==> config.mk <==
export PLATFORM = sky130hd
export DESIGN_NAME = fetch_stage
export DESIGN_NICKNAME = d
export VERILOG_FILES = /design/src/rtl/fetch_stage.sv
export SDC_FILE = /design/constraint.sdc
export NUM_CORES = 1
export LEC_CHECK = 0
export ABC_AREA = 1
export CAP_MARGIN = 10
export CORE_MARGIN = 4
export CORE_UTILIZATION = 52
export DETAILED_ROUTE_END_ITERATION = 6
export PLACE_DENSITY = 0.84
export SYNTH_ARGS = -nofsm -noshare
export SYNTH_HDL_FRONTEND = slang
export SYNTH_SLANG_ARGS = --single-unit
==> constraint.sdc <==
create_clock -name clk -period 2.95 [get_ports clk]
set_input_delay 0.4425 -clock clk [delete_from_list [all_inputs] [get_ports clk]]
set_output_delay 0.4425 -clock clk [all_outputs]
set_load 0.02 [all_outputs]
==> src/rtl/fetch_stage.sv <==
// Instruction fetch stage: streams 16-bit words from memory into registered
// decoder-side outputs. Define FETCH_SKID_BUFFER_EN to add a one-entry skid buffer.
module fetch_stage #(
  parameter logic [15:0] RESET_VECTOR = 16'h0000
) (
  input  logic        clk,
  input  logic        rst,
  output logic        mem_req_out,
  output logic [15:0] mem_addr_out,
  input  logic        mem_ack_in,
  input  logic [15:0] mem_data_in,
  input  logic        stall_in,
  input  logic        branch_in,
  input  logic [15:0] branch_addr_in,
  output logic [15:0] instr_out,
  output logic [15:0] pc_out,
  output logic        valid_out
);

  localparam logic [15:0] START_PC = RESET_VECTOR & 16'hFFFE;

  typedef enum logic [1:0] {
    IDLE,
    REQ
`ifdef FETCH_SKID_BUFFER_EN
    , HOLD
`endif
  } state_t;

  state_t      state;
  logic [15:0] pc;
  logic        drop;

`ifdef FETCH_SKID_BUFFER_EN
  logic [15:0] buf_instr;
  logic [15:0] buf_pc;
`endif

  logic [15:0] branch_tgt;
  logic [15:0] next_addr;
  logic        ack_hit;
  logic        accept;

  assign branch_tgt = branch_addr_in & 16'hFFFE;
  assign next_addr  = mem_addr_out + 16'd2;
  assign ack_hit    = mem_req_out && mem_ack_in;
  // The output register can take a word unless it holds one the decoder refuses.
  assign accept     = !valid_out || !stall_in;

  always_ff @(posedge clk) begin
    if (rst) begin
      state        <= IDLE;
      mem_req_out  <= 1'b0;
      mem_addr_out <= START_PC;
      pc           <= START_PC;
      drop         <= 1'b0;
      instr_out    <= 16'h0000;
      pc_out       <= START_PC;
      valid_out    <= 1'b0;
`ifdef FETCH_SKID_BUFFER_EN
      buf_instr    <= 16'h0000;
      buf_pc       <= START_PC;
`endif
    end else if (branch_in) begin
      // An unacked request must finish at its old address; its data is dropped.
      state     <= REQ;
      valid_out <= 1'b0;
      pc        <= branch_tgt;
      if (mem_req_out && !mem_ack_in) begin
        drop <= 1'b1;
      end else begin
        drop         <= 1'b0;
        mem_req_out  <= 1'b1;
        mem_addr_out <= branch_tgt;
      end
    end else begin
      case (state)
        IDLE: begin
          state        <= REQ;
          mem_req_out  <= 1'b1;
          mem_addr_out <= pc;
        end

        REQ: begin
          // NOTE: non-blocking assignments resolve last-wins, so this default
          // clear is safely overridden by a load further down in the same cycle.
          if (!stall_in) valid_out <= 1'b0;
          if (ack_hit) begin
            if (drop) begin
              drop         <= 1'b0;
              mem_addr_out <= pc;
            end else if (accept) begin
              instr_out    <= mem_data_in;
              pc_out       <= mem_addr_out;
              valid_out    <= 1'b1;
              pc           <= next_addr;
              mem_addr_out <= next_addr;
            end else begin
`ifdef FETCH_SKID_BUFFER_EN
              buf_instr    <= mem_data_in;
              buf_pc       <= mem_addr_out;
              pc           <= next_addr;
              mem_addr_out <= next_addr;
              state        <= HOLD;
`endif
              // Without a buffer the word is discarded and refetched after the stall.
              mem_req_out  <= 1'b0;
            end
          end else if (!mem_req_out && accept) begin
            mem_req_out <= 1'b1;
          end
        end

`ifdef FETCH_SKID_BUFFER_EN
        HOLD: begin
          if (!stall_in) begin
            instr_out   <= buf_instr;
            pc_out      <= buf_pc;
            valid_out   <= 1'b1;
            mem_req_out <= 1'b1;
            state       <= REQ;
          end
        end
`endif

        default: begin
          state       <= IDLE;
          mem_req_out <= 1'b0;
          valid_out   <= 1'b0;
        end
      endcase
    end
  end

endmodule

# Yosys cells after proc, flatten, opt, wreduce, memory -nomap -nowiden
# Cells that the tools add are included.
# totals
reg_bits	69
in_bits	37
output_inout_bits	50
wordCells	71
# op_classes
n_addsub	1
n_eq_ne	9
muxes	29
n_bitwise	2
n_reduce_logical	20
# op_table
operator	n
$mux W16	10
$pmux W16 S2	1
$add A16 B2 Y16 const B	1
$ne A4 B4 Y1 const B	4
$reduce_and A4 Y1	4
$mux W1	15
$ne A2 B2 Y1 const B	3
$reduce_bool A2 Y1	3
$reduce_and A5 Y1	1
$logic_not A1 Y1	4
$pmux W1 S2	2
$pmux W2 S2	1
$logic_and A1 B1 Y1	3
$ne A3 B3 Y1 const B	1
$reduce_bool A3 Y1	1
$eq A2 B1 Y1 const B	1
$logic_not A2 Y1	1
$not A1 Y1	2
$reduce_and A2 Y1	1
$reduce_or A2 Y1	1
$logic_or A1 B1 Y1	1

# Depth between registers and ports, before layout
# depth
depth_word	7
depth_mapped	10
mapped_depth_nobuf	10

# Least setup slack after synthesis
# OpenSTA, ideal clock, no wires.
# synth_path
path_type	reg-to-reg
start	reg mem_addr_out[1]
end	reg mem_addr_out[7]
setup_time_ns	0.056
arrival_time_ns	1.380
t_required_ns	2.894
setup_slack_ns	1.515
path_stages_with_launch	9
n_path_buf	0
period_less_slack_ns	1.435
path_cell_list	dfxtp_1 -> ha_1 -> nand3_1 -> nor2_1 -> xor2_1 -> nand2_1 -> nand2_1 -> nand2_1 -> inv_1
# synth_via
elab_chain_cells	6
# synth_lines
item	line_no	text
start, declared	9	output logic [15:0] mem_addr_out,
start signal, assigned	74	mem_addr_out <= branch_tgt;
start signal, assigned	81	mem_addr_out <= pc;
start signal, assigned	91	mem_addr_out <= pc;
$add A16 B2 Y16	45	assign next_addr = mem_addr_out + 16'd2;
$mux W16	92	end else if (accept) begin
$mux W16	89	if (drop) begin
$mux W16	88	if (ack_hit) begin
$pmux W16 S2	77	case (state)
$mux W16	64	end else if (branch_in) begin
# Every way passes these cells. The select of a mux whose other input is x is not followed.
# A chain may end at the register's enable or synchronous reset.

# Final worst setup path
# layout_path
start	in branch_in
end	reg mem_addr_out[11]
# layout_via
elab_chain_cells	2
word_cells_on_any_way	6
cone_classes	3 x eq/ne; 1 x mux; 2 x reduce/logical
# layout_lines
item	line_no	text
start, declared	13	input logic branch_in,
$ne A4 B4 Y1 (no source line) (tied with other cells)	--	
$reduce_and A4 Y1 (no source line)	--	
# Several ways; a longest one is shown, not always the timed one.

==> flow_metrics.env <==
export IMPL_powerDensity_mw_per_mm2=536
export IMPL_ios=87
export IMPL_synth_fp_nets=504
export IMPL_syn_cell_area_mm2=0.00318
export IMPL_port_buffers=85
export IMPL_crit_family="buffers and inverters"
export IMPL_die_y_um=86.2
export IMPL_worst_path_max_delay_cell="clkdlybuf4s50_1"
export IMPL_crit_type="input pin to flip-flop"
export IMPL_groute_usage_overall_pct=26.5
export IMPL_outcome="finished, final reports clean"
export IMPL_grt_pass1_wl_mm=15.7
export IMPL_cp_arrival_ns=2.60
export IMPL_die_w_um=86.2
export IMPL_synth_cells=465
export IMPL_antenna_found_initial=0
export IMPL_first_iter_violations=351
export IMPL_layout_drive_gt1_share_pct=5.86
export IMPL_fin_crit_ns=2.33
export IMPL_cp_required_ns=3.22
export IMPL_setup_slack_ns=0.621
export IMPL_num_fill_cells=483
export IMPL_cpPeakStageDelay_ns=0.81
export IMPL_grt_max_degree=37
export IMPL_routabilityCongestion=0.837
export IMPL_max_freq_mhz=429
export IMPL_min_path_type="flip-flop to flip-flop"
export IMPL_post_cts_setup_buffers=0
export IMPL_cts_tree="built"
export IMPL_leakagePower_nw=1.84
export IMPL_synth_distinct_cells=27
export IMPL_dp_slack_ns=0.383
export IMPL_rsz0062_at_grt="false"
export IMPL_switching_share_pct=26.9
export IMPL_ys_warn_count=0
export IMPL_coreArea_mm2=0.00592
export IMPL_globalRoute_totalOverflow=0
export IMPL_via_per_inst=5.56
export IMPL_rows=28
export IMPL_clock_skew_ns=0.0104
export IMPL_endpoint_kind="flip-flop"
export IMPL_fin_util_pct=72.1
export IMPL_hold_viol_final=0
export IMPL_cts_inserted_buffers=9
export IMPL_finalMaxSlewViolations=0
export IMPL_synth_top_area_share_pct=42.9
export IMPL_final_antenna_net_count=0
export IMPL_finalCritPeriodShare_pct=78.9
export IMPL_crit_path_start_kind="input pin"
export IMPL_wirelength_mm=9.38
export IMPL_crit_buf_inv=2
export IMPL_cp_max_fo=25
export IMPL_num_antenna_cells=0
export IMPL_htree_levels=3
export IMPL_cts_root_buf="clkbuf_8"
export IMPL_vdd_drop_max_mv=0.422
export IMPL_hold_buffers=0
export IMPL_clk_latency_ns=0.35
export IMPL_p_sw_mw=0.614
export IMPL_relSlewSlack_pct=59.5
export IMPL_area_growth_pct=34.4
export IMPL_ys_seq_area_share_pct=42.9
export IMPL_seqPwrFrac_pct=44.6
export IMPL_setup_tns_ns=0
export IMPL_setup_viol=0
export IMPL_wl_per_cell_um=15.1
export IMPL_vias=3451
export IMPL_cap_viol_max_count=0
export IMPL_dieArea_mm2=0.00742
export IMPL_power_frac_clock_pct=39.0
export IMPL_dp_cells=606
export IMPL_finalNonFillerCells=621
export IMPL_initial_utilization_pct=53.7
export IMPL_drc=0
export IMPL_synth_area_leaders="dfxtp_1 43%, nand2_1 11%, nor2_1 10%, o21ai_0 9.3%, a21oi_1 6.5%"
export IMPL_final_common_cell="nand2_1"
export IMPL_cts_resized=0
export IMPL_nets=581
export IMPL_ys_ff_latch=68
export IMPL_cts_sinks=68
export IMPL_syn_avg_cell_area_um2=6.83
export IMPL_cts_buffer_depth=2
export IMPL_p_comb_share_pct=16.4
export IMPL_p_int_mw=1.67
export IMPL_synth_top_cell_by_area="dfxtp_1"
export IMPL_first_pass_iters=5
export IMPL_grt_pass1_vias=3360
export IMPL_final_cell_mix="92 x nand2_1, 85 x nor2_1, 85 x clkdlybuf4s50_1"
export IMPL_clk_pin_slew_worst_paths_ns=0.08
export IMPL_hpwl_mm=6.29
export IMPL_worst_pin_slew_ns=0.607
export IMPL_path_cells="clkdlybuf4s50_1 > inv_4 > nand2_1 > o21ai_2 > nor2_2 > o21ai_0 > a21oi_1"
==> registers in the layout (all words and copies together), names as in the netlist <==
name / count
instr_out: 16
mem_addr_out: 16
pc: 16
pc_out: 16
drop: 1
mem_req_out: 1
state: 1
valid_out: 1
==> final cells by class <==
| class | count | area, µm² | share of cell area [%] |
|---|---|---|---|
| Multi-Input combinational cell | 339 | 1560 | 36.5 |
| Sequential cell | 68 | 1360 | 31.9 |
| Timing Repair Buffer | 91 | 896 | 21.0 |
| Clock buffer | 12 | 165 | 3.87 |
| Inverter | 33 | 126 | 2.96 |
| Tap cell | 75 | 93.8 | 2.20 |
| Clock inverter | 3 | 68.8 | 1.61 |
==> path summary, 6_finish.rpt <==
path | from | to | slack [ns] | cells after the start
worst max register to register | mem_req_out | pc[13] | 1.21 | 7
worst min-delay path | pc[0] | pc[0] | 0.47 | 2
worst min register to register | pc[0] | pc[0] | 0.47 | 2
worst max-delay path | branch_in | mem_addr_out[11] | 0.62 | 7
==> Yosys cell counts <==
cell      number
nand3_1       35
nand4_1        4
inv_4          1
o21ai_2        1
nor2_4         2
xnor2_1        2
nand3b_1       1
a21oi_1       41
clkbuf_1      10
inv_2          4
xor2_1         3
o21bai_1       1
nor2_1        85
ha_1           2
nor2_2         1
o211ai_1       1
nand2_4        1
nand3_2        1
dfxtp_1       68
nand2_1       92
inv_1         28
buf_2         10
clkbuf_2       2
o21ai_0       59
o21ai_1        1
a31oi_1        6
buf_6          3
==> per-stage QoR <==
step | hold WS (ns) | instance area (µm²) | total power, mW
global route | 0.486 | 4270 | 2.38
floorplan | 0.444 | 3180 | 1.24
global placement | 0.457 | 4040 | 1.40
CTS | 0.473 | 4270 | 2.29
finish | 0.473 | 4270 | 2.29
detailed placement | 0.462 | 4040 | 1.41
==> worst min-delay path, cell delays in order, from the launching register on <==
cell and delay (ns):
dfxtp_1 0.32, nand2_1 0.06, a21oi_1 0.06
==> power by group through the flow <==
stage / clock, mW / sequential, mW / combinational (mW)
after floorplan: 0 / 1.07 / 0.168
after global placement: 0 / 1.04 / 0.362
after detailed placement: 0 / 1.04 / 0.368
after CTS: 0.901 / 1.02 / 0.373
after global routing: 0.948 / 1.03 / 0.410
final: 0.893 / 1.02 / 0.375
==> metal layers <==
metal,track usage [%],routed length (µm)
met1,32.8,3900
met2,42.1,4340
met3,7.49,916
met4,13.4,224
met5,0,0
==> cells by family (layout without fill, tap and decap cells) <==
| logic type | after synthesis | after routing | synth area share, % |
|---|---|---|---|
| compound gates | 110 | 110 | 17.8 |
| xor+xnor | 5 | 5 | 1.38 |
| fa+ha+maj | 2 | 2 | 0.788 |
| buf+inv | 58 | 139 | 8.11 |
| flops | 68 | 68 | 42.9 |
| simple gates | 222 | 222 | 29.0 |
Note: power is estimated with default switching activity, not from simulation.
